`src/rtl/serial_adder_pkg.sv`:
```
// Shared types and defaults for the bit-serial adder.
package serial_adder_pkg;

  // Operand width used when the instantiating context does not override it.
  localparam int unsigned DefaultWidth = 8;

  // Control states of the serial adder sequencer.
  typedef enum logic [1:0] {
    IDLE = 2'd0,
    RUN  = 2'd1,
    DONE = 2'd2
  } state_e;

endpackage : serial_adder_pkg

```
`src/rtl/full_adder.sv`:
```
// Single-bit full adder: the one arithmetic cell reused every cycle by serial_adder.
module full_adder (
  input  logic a,
  input  logic b,
  input  logic cin,
  output logic s,
  output logic cout
);

  logic w_p;

  assign w_p  = a ^ b;
  assign s    = w_p ^ cin;
  assign cout = (a & b) | (cin & w_p);

endmodule : full_adder

```
`src/rtl/serial_adder.sv`:
```
// Bit-serial adder: {cout,sum} = a + b + cin, LSB first, one bit per clock.
// Optional feature: define SERIAL_ADDER_OVF_EN to add the signed-overflow output ovf.
module serial_adder
  import serial_adder_pkg::*;
#(
  parameter int unsigned WIDTH = DefaultWidth
) (
  input  logic             clk,
  input  logic             rst_n,
  input  logic             start,
  input  logic [WIDTH-1:0] a,
  input  logic [WIDTH-1:0] b,
  input  logic             cin,
  output logic             busy,
  output logic             done,
  output logic [WIDTH-1:0] sum,
  output logic             cout
`ifdef SERIAL_ADDER_OVF_EN
  ,
  output logic             ovf
`endif
);

  localparam int unsigned CntW = $clog2(WIDTH + 1);
  localparam logic [CntW-1:0] LastBit = CntW'(WIDTH - 1);

  state_e r_state;
  state_e w_state_next;

  logic [WIDTH-1:0] r_a;
  logic [WIDTH-1:0] r_b;
  logic [WIDTH-1:0] r_sum;
  logic [WIDTH-1:0] w_sum_shift;
  logic [CntW-1:0]  r_cnt;
  logic             r_carry;
  logic             r_cout;
`ifdef SERIAL_ADDER_OVF_EN
  logic             r_ovf;
`endif

  logic w_load;
  logic w_step;
  logic w_last;
  logic w_fa_s;
  logic w_fa_cout;

  // The single adder cell always sees the current LSBs and the running carry.
  full_adder u_full_adder (
    .a   (r_a[0]),
    .b   (r_b[0]),
    .cin (r_carry),
    .s   (w_fa_s),
    .cout(w_fa_cout)
  );

  // State register.
  always_ff @(posedge clk) begin
    if (!rst_n) begin
      r_state <= IDLE;
    end else begin
      r_state <= w_state_next;
    end
  end

  // Next-state decode and status outputs; a DONE with start held restarts immediately.
  always_comb begin
    w_state_next = r_state;
    w_load       = 1'b0;
    w_step       = 1'b0;
    w_last       = 1'b0;
    busy         = 1'b0;
    done         = 1'b0;
    unique case (r_state)
      IDLE: begin
        if (start) begin
          w_state_next = RUN;
          w_load       = 1'b1;
        end
      end
      RUN: begin
        busy   = 1'b1;
        w_step = 1'b1;
        if (r_cnt == LastBit) begin
          w_last       = 1'b1;
          w_state_next = DONE;
        end
      end
      DONE: begin
        done = 1'b1;
        if (start) begin
          w_state_next = RUN;
          w_load       = 1'b1;
        end else begin
          w_state_next = IDLE;
        end
      end
      default: begin
        w_state_next = IDLE;
      end
    endcase
  end

  // New result bit enters at the MSB so the LSB lands in bit 0 after WIDTH shifts.
  always_comb begin
    w_sum_shift             = r_sum >> 1;
    w_sum_shift[WIDTH-1]    = w_fa_s;
  end

  // Datapath: operand/result shift registers, carry flop and bit counter.
  always_ff @(posedge clk) begin
    if (!rst_n) begin
      r_a     <= '0;
      r_b     <= '0;
      r_sum   <= '0;
      r_cnt   <= '0;
      r_carry <= 1'b0;
      r_cout  <= 1'b0;
`ifdef SERIAL_ADDER_OVF_EN
      r_ovf   <= 1'b0;
`endif
    end else if (w_load) begin
      r_a     <= a;
      r_b     <= b;
      r_sum   <= '0;
      r_cnt   <= '0;
      r_carry <= cin;
      r_cout  <= 1'b0;
`ifdef SERIAL_ADDER_OVF_EN
      r_ovf   <= 1'b0;
`endif
    end else if (w_step) begin
      r_sum   <= w_sum_shift;
      r_carry <= w_fa_cout;
      r_a     <= r_a >> 1;
      r_b     <= r_b >> 1;
      r_cnt   <= r_cnt + CntW'(1);
      if (w_last) begin
        r_cout <= w_fa_cout;
`ifdef SERIAL_ADDER_OVF_EN
        // r_carry holds the carry into the MSB while the MSB is being added.
        r_ovf  <= r_carry ^ w_fa_cout;
`endif
      end
    end
  end

  assign sum  = r_sum;
  assign cout = r_cout;
`ifdef SERIAL_ADDER_OVF_EN
  assign ovf  = r_ovf;
`endif

endmodule : serial_adder

```
`config.mk`:
```
export PLATFORM = sky130hd
export DESIGN_NAME = serial_adder
export DESIGN_NICKNAME = d
export VERILOG_FILES = /design/src/rtl/serial_adder_pkg.sv /design/src/rtl/full_adder.sv /design/src/rtl/serial_adder.sv
export SDC_FILE = /design/constraint.sdc
export NUM_CORES = 1
export LEC_CHECK = 0
export CAP_MARGIN = 25
export CORE_MARGIN = 10
export CORE_UTILIZATION = 40
export DETAILED_ROUTE_END_ITERATION = 10
export PLACE_DENSITY = 0.69
export RECOVER_POWER = 25
export SLEW_MARGIN = 20
export SYNTH_ARGS = -nofsm -noshare
export SYNTH_HDL_FRONTEND = slang
export SYNTH_HIERARCHICAL = 1
export SYNTH_SLANG_ARGS = --single-unit
```
`constraint.sdc`:
```
create_clock -name clk -period 1.35 [get_ports clk]
set_clock_uncertainty 0.2 [all_clocks]
set_input_delay 0.27 -clock clk [delete_from_list [all_inputs] [get_ports clk]]
set_output_delay 0.27 -clock clk [all_outputs]
set_load 0.05 [all_outputs]
```
==> metrics.sh, run 1 <==
LAYOUT_SETUP_WS_NS=-0.256
WORST_EP_ARRIVAL_TIME_NS=1.14
TOTAL_POWER_mW=2.31
HOLD_VIOL_FINAL=0
SYNTH-WARNING-COUNT=6
WORSTSETUPPATHTYPE='reg2out'
HOLD_WS_NS=0.276
OVERALL_DIE_AREA_UM2=5830
ROWS=20
ROUTE.FINAL.WIRE_LENGTH_UM=3810
AREA_OF_THE_CORE_UM2=3050
INITIAL_CORE_UTIL=0.416
TIMING.SLEW.HEADROOM=0.792
P_PER_AREA_nW_PER_UM2=971
P_SWITCHING_mW=0.644
FINAL_PERIOD_DEMAND_OF_THE_WORST_PATH_NS=1.61
ROUTE.DETAILED.DRC=0
CTS-BUFFERS-INSERTED=5
YOSYSSEQAREASHARE=0.504
NETS=230
WORST-PATH-MAX-FANOUT=2
TIMING.HOLD.WORST.START='r_a[7]'
VIAS=1325
CTSROOTBUFFERMASTER='sky130_fd_sc_hd__clkbuf_4'
TRITONCTS='built'
RELATIVE_CONTRIBUTION_OF_THE_CLOCK_NETWORK_TO_TOTAL_POWER=0.323
VIOLATIONS='setup timing'
TIMING.FINAL.MAX_SLEW_VIOLATIONS=0
WORST_SETUP_HOLD_PATH_CLK_SLEW_NS=0.12
PATH_CATEGORY_OF_THE_WORST_MIN_DELAY_CHECK='reg2reg'
SINKS_ON_CLOCK_NET=32
FIRSTDRTPASSITERS=4
REQUIRED_NS=0.88
DRV_CAP=0
POST_SYNTH_INST_COUNT=148
STATUS='complete, but fails checks'
MAX_CLOCK_FREQ_GHz=0.623
SETUP.WORST_PATH.END_CLASS='output port'
RSZ0062_AT_GRT='yes'
DR.FIRST_ITER.DRC_COUNT=50
SYNTH.TOP_CELLS.BY_AREA='sky130_fd_sc_hd__dfxtp_1 (50%), sky130_fd_sc_hd__nand2_1 (8.3%), sky130_fd_sc_hd__nor3_1 (7.9%), sky130_fd_sc_hd__a21oi_1 (5.5%), sky130_fd_sc_hd__o22ai_1 (4.4%)'
SYNTH_FF_TYPE='sky130_fd_sc_hd__dfxtp_1'
GRT_MAX_DEGREE=20
GRT_OVERFLOW_TOTAL=0
GRT_UTIL_OVERALL=0.119
SETUP-VIOLATIONS-FINAL=29
N_FILL_CELL=203
R2R.WORST_PATH.CELLS=6
SYN_AREA_UM2=1270
YS_FF_LATCH=32
PWR-SHARE-SEQ=0.450
INTERNAL_POWER_CONSUMPTION_mW=1.66
TIMING.HOLD.WORST_PATH_DEPTH=2
ANT_NETS=0
DIE_OUTLINE_HEIGHT_UM=76.4
NUM_ANTENNA_CELLS=0
FLOW.AREA_GROWTH_FROM_SYNTHESIS_PCT=86.8
CELL_WITH_THE_MOST_INSTANCES_AFTER_SYNTHESIS='sky130_fd_sc_hd__dfxtp_1'
PORT-BUFFER-COUNT=30
MAX-CLOCK-PATH-BUFFERS=2
HTREE_LEVELS=2
SYNTHARSTFLOPSHARE=0
DIE_W_UM=76.4
FIRST_GLOBAL_VIAS=1344
SYNTHTOPCELLSBYCOUNT='sky130_fd_sc_hd__dfxtp_1 (32), sky130_fd_sc_hd__nand2_1 (28), sky130_fd_sc_hd__nor3_1 (20)'
DRT-WIRELENGTH-PER-CELL_UM=15.1
MIN_PERIOD_OVER_PERIOD=1.19
GRT_FIRST_PASS_WIRELENGTH_UM=5780
MEAN_CELL_AREA_OF_THE_MAPPED_NETLIST_UM2=8.59
CRIT_START='r_state[1]'
DESIGN.PORTCOUNT=31
TIMING.RR.START='r_state[1]'
FINAL_LAYOUT_SIZE_SUFFIX_GT1_FRAC=0.502
NUMBER_OF_ENABLE_TYPE_REGISTER_CELLS_IN_THE_SYNTHESIZED_NETLIST=0
POST_DRT_VIA_CELL_RATIO=5.24
SYNTH_TOP_AREA_SHARE=0.504
GRT_ANTENNA_BEFORE_REPAIR=0
COMBPWRFRAC=0.227
WORST_SLEW_PIN_SLEW_NS=0.309
SWITCHING_SHARE=0.279
STARTPOINT_TYPE='flip-flop'
SYNTH_TOP_CELL_BY_AREA='sky130_fd_sc_hd__dfxtp_1'
YOSYS.CELL_TYPES.COUNT=27
PEAKVDDDROP_mV=0.687
CLK_LATENCY_NS=0.36
POST-DP-HPWL_UM=2330
LEAKAGE_nW=0.879
GP_CONGESTION=0.791
MAPPEDNETLISTNETS=170
-- area by class of cell --
| type | count | area, µm² | share of cell area |
|---|---|---|---|
| Clock buffer | 5 | 37.5 | 0.0158 |
| Clock inverter | 3 | 42.5 | 0.0179 |
| Inverter | 2 | 10.0 | 0.00421 |
| Multi-Input combinational cell | 104 | 788 | 0.332 |
| Sequential cell | 32 | 672 | 0.283 |
| Tap cell | 44 | 55.1 | 0.0232 |
| Timing Repair Buffer | 63 | 769 | 0.324 |
-- layout by cell type, fill, tap and decap left out, drive strengths merged, types with 2 or more instances in the layout --
cell / instances
buf: 44
inv: 2
nor2b: 2
nand2b: 2
nand3: 5
a22oi: 2
clkdlybuf4s50: 19
nand2: 28
a31oi: 4
o22ai: 9
a21oi: 14
nand3b: 2
nor2: 3
dfxtp: 32
nor3: 20
o21ai: 5
clkbuf: 5
-- critical path: stages (launching register included) --
cell and delay [ns]:
sky130_fd_sc_hd__dfxtp_2 0.36, sky130_fd_sc_hd__nand2b_4 0.13, sky130_fd_sc_hd__inv_4 0.04, sky130_fd_sc_hd__buf_12 0.11, sky130_fd_sc_hd__buf_12 0.13
-- worst paths after layout --
| kind | end | slack (ns) |
|---|---|---|
| worst max-delay path | busy | -0.26 |
| worst min-delay path | r_a[7] | 0.28 |
| worst max register to register | r_cnt[3] | -0.25 |
| worst min register to register | r_a[7] | 0.28 |
-- kinds of logic after synthesis --
kind of cell               count (synthesis)  share of synthesized area
and+or+nand+nor                           63                      0.226
AOI/OAI and AO/OA                         36                      0.163
DFF                                       32                      0.504
buffers and inverters                     12                     0.0590
xor gates and xnor gates                   2                     0.0138
adders and majority gates                  2                     0.0256
muxes                                      1                    0.00787
-- registers in the layout (all words and copies together) (netlist names) --
name     cells
r_cnt        4
r_a          8
sum          8
r_carry      1
cout         1
r_b          8
r_state      2
-- metrics by stage --
| step | cell area (µm²) | TNS, ns | util | setup slack [ns] | std cells |
|---|---|---|---|---|---|
| floorplan | 1270 | 0 | - | 0.0185 | 148 |
| global placement | 1860 | -6.04 | 0.608 | -0.291 | 230 |
| detailed placement | 1860 | -6.49 | 0.608 | -0.306 | 230 |
| CTS | 2090 | -0.772 | 0.684 | -0.262 | 247 |
| global route | 2370 | -4.35 | 0.778 | -0.305 | 253 |
| finish | 2370 | -2.95 | 0.778 | -0.256 | 253 |
-- metal layers --
layer	vias to the layer above	GRT usage	part of all wire
li1	643	-	-
met2	42	0.197	0.52
met4	0	0.0613	0.024
met5	-	0	0
met3	11	0.0613	0.060
met1	629	0.120	0.40
-- power groups by stage --
stage / logic, mW / registers (mW) / clock network, mW
global route: 0.563 / 1.04 / 0.799
finish: 0.523 / 1.04 / 0.744
detailed placement: 0.369 / 1.05 / 0
floorplan: 0.191 / 1.05 / 0
global placement: 0.359 / 1.05 / 0
CTS: 0.414 / 1.03 / 0.765
-- repair_timing --
| action | CTS | global route |
|---|---|---|
| endpoints found under the setup margin | 27 | 37 |
| hold buffers | 0 | 0 |
| resized for setup | 25 | 59 |
| cloned | 1 | 0 |
| buffers inserted | 9 | 7 |
| pin swaps | 7 | 14 |
No activity file was read; power rests on OpenSTA's default activity.
==> run 2, diff against run 1 <==
Settings changed: DONT_BUFFER_PORTS set to 1, MAX_ROUTING_LAYER set to met4, PLACE_DENSITY 0.69 to unset.
==> metrics.sh, run 2 (same netlist as run 1, synthesis figures left out) <==
STATUS='complete, but fails checks'
VIOLATIONS='setup timing'
SETUP_TNS_NS=-0.414  # +2.54 ns
FLOW.AREA_GROWTH_FROM_SYNTHESIS_PCT=61.5
TIMING.CRITICAL_PATH.MAX_DELAY_FAMILY='flip-flops'
TRITONCTS='built'
MIN_PERIOD_OVER_PERIOD=1.13  # -0.0584
LAYOUT.CELLS.MOST_COMMON='sky130_fd_sc_hd__nand2_1'
PATH_CATEGORY_OF_THE_WORST_MIN_DELAY_CHECK='in2reg'
HOLD_VIOL_FINAL=0  # unchanged
CTS-BUFFERS-INSERTED=5  # unchanged
MAX_CLOCK_FREQ_GHz=0.655  # +5.2%
CLK_LATENCY_NS=0.34  # -0.02 ns
DESIGN.PORTCOUNT=31  # unchanged
WORST_EP_ARRIVAL_TIME_NS=1.06  # -0.08 ns
TIMING.CRITICAL_PATH.CELLS='buf_6 -> nor2b_4 -> buf_12'
SINKS_ON_CLOCK_NET=32  # unchanged
GRT_OVERFLOW_TOTAL=0  # unchanged
TIMING.HOLD.WORST.START='rst_n'
ROUTE.FINAL.WIRE_LENGTH_UM=3620  # -4.9%
DRT-WIRELENGTH-PER-CELL_UM=15.1  # +0.27%
ROUTE.DETAILED.DRC=0  # unchanged
FINALNONFILLERCELLS=240  # -5.1%
TIMING.RR.START='r_state[0]'
AREA_OF_THE_CORE_UM2=3050  # unchanged
WORSTPATHBUFFERINVERTERCOUNT=2  # -1
REQUIRED_NS=0.88  # about the same
GP_CONGESTION=0.733  # -7.3%
POST_DRT_VIA_CELL_RATIO=5.38  # +2.6%
DR.FIRST_ITER.DRC_COUNT=50  # unchanged
P_PER_AREA_nW_PER_UM2=1020  # +5.5%
OVERALL_DIE_AREA_UM2=5830  # unchanged
FINAL_LAYOUT_SIZE_SUFFIX_GT1_FRAC=0.378  # -0.125
VIAS=1290  # -2.6%
LEAKAGE_nW=0.765  # -13%
TIMING.SLEW.HEADROOM=0.637  # -0.155
TIMING.FINAL.MAX_SLEW_VIOLATIONS=0  # unchanged
FIRSTDRTPASSITERS=4  # unchanged
HTREE_LEVELS=2  # unchanged
RSZ0062_AT_GRT='yes'
WORST-PATH-MAX-FANOUT=2  # unchanged
CP_SLOWEST_CELL='sky130_fd_sc_hd__dfxtp_2'
WORST_SLEW_PIN_SLEW_NS=0.544  # +0.235 ns
GRT_MAX_DEGREE=16  # -20%
WORST_SETUP_HOLD_PATH_CLK_SLEW_NS=0.10  # -0.02 ns
MAX-CLOCK-PATH-BUFFERS=2  # unchanged
GRT_UTIL_OVERALL=0.120  # +0.000588
GRT_FIRST_PASS_WIRELENGTH_UM=5590  # -3.2%
POST-DP-HPWL_UM=2230  # -4.3%
DRV_CAP=0  # unchanged
ANT_NETS=0  # unchanged
ROWS=20  # unchanged
NUM_ANTENNA_CELLS=0  # unchanged
DIE_W_UM=76.4  # unchanged
CPPEAKSTAGEDELAY_NS=0.35  # about the same
DIE_OUTLINE_HEIGHT_UM=76.4  # unchanged
STARTPOINT_TYPE='flip-flop'
CTSROOTBUFFERMASTER='sky130_fd_sc_hd__clkbuf_4'
LEADING_CELL_TYPES_IN_THE_LAYOUT_FILL_AND_TAPS_EXCLUDED='sky130_fd_sc_hd__nand2_1 (28), sky130_fd_sc_hd__dfxtp_1 (20), sky130_fd_sc_hd__dlygate4sd3_1 (18), sky130_fd_sc_hd__a21oi_1 (12), sky130_fd_sc_hd__buf_6 (11)'
CRIT_START='r_state[1]'
FINAL_PERIOD_DEMAND_OF_THE_WORST_PATH_NS=1.53  # -0.0788 ns
DP_CELLS=206  # -10%
FIRST_GLOBAL_VIAS=1225  # -8.9%
SETUP.WORST_PATH.END_CLASS='output port'
GRT_ANTENNA_BEFORE_REPAIR=0  # unchanged
LAYOUT_SETUP_WS_NS=-0.178  # +0.0788 ns
NETS=218  # -5.2%
SETUP-VIOLATIONS-FINAL=6  # -79%
PEAKVDDDROP_mV=0.765  # +11%
WORSTSETUPPATHTYPE='reg2out'
TOTAL_POWER_mW=2.10  # -8.8%
INITIAL_CORE_UTIL=0.416  # unchanged
PORT-BUFFER-COUNT=0  # -100%
REGISTER_TO_REGISTER_SETUP_SLACK_NS=-0.04  # +0.21 ns
==> run 2: cell types whose count changed in the layout (fill, tap and decap cells not counted), sizes merged <==
cell | previous run | this run
clkdlybuf4s50 | 19 | 0
clkbuf | 5 | 9
dlygate4sd3 | 0 | 18
clkinvlp | 1 | 0
buf | 44 | 31
clkinv | 1 | 0
bufinv | 1 | 0
==> run 2: what timing repair did <==
action,CTS,global route
endpoints found under the setup margin,33,27
setup buffers,1,9
gates resized for setup,21,51
endpoints found under the hold margin,18,0
pin swaps,1,5
hold buffers,18,0
gates cloned,0,1
==> run 2: layout make-up <==
cell class | count | area [µm²]
clock buffers | 7 | 65.1
fillers | 244 | 1000
inverters | 2 | 10.0
multi-input cells | 104 | 698
flip-flops and latches | 32 | 661
well taps | 44 | 55.1
repair buffers | 51 | 564
==> run 2: per-layer routing <==
metal / share of wire / routed length (µm) / vias to the layer above / track usage
met4: 0.033 / 120 / 0 / 0.0465
li1: - / - / 621 / -
met1: 0.40 / 1430 / 607 / 0.125
met5: 0 / 0 / - / -
met2: 0.51 / 1850 / 49 / 0.196
met3: 0.060 / 217 / 13 / 0.0507
==> run 2: tightest hold or removal path, cell delays in order <==
cell,delay (ns)
sky130_fd_sc_hd__nand2_1,0.08
sky130_fd_sc_hd__buf_12,0.14
sky130_fd_sc_hd__a21oi_2,0.03
==> run 2: final timing paths <==
| path | to | cells past startpoint |
|---|---|---|
| setup / recovery | done | 3 |
| hold / removal | sum[7] | 3 |
| setup reg to reg | r_a[3] | 6 |
| hold reg to reg | sum[0] | 2 |
==> run 2: metrics by stage <==
step	area (µm²)	utilization	hold WS (ns)	setup slack, ns
finish	2050	0.673	0.0206	-0.178
global route	2050	0.673	0.0130	-0.227
CTS	1780	0.584	0.0203	-0.181
detailed placement	1480	0.484	0.217	-0.0678
global placement	1480	0.484	0.217	0.0225
floorplan	1270	-	0.206	0.0185
==> run 2: where the power goes <==
part	internal [mW]	switching (mW)
Combinational	0.223	0.210
Sequential	0.997	0.0482
Clock	0.295	0.328
Total	1.52	0.587
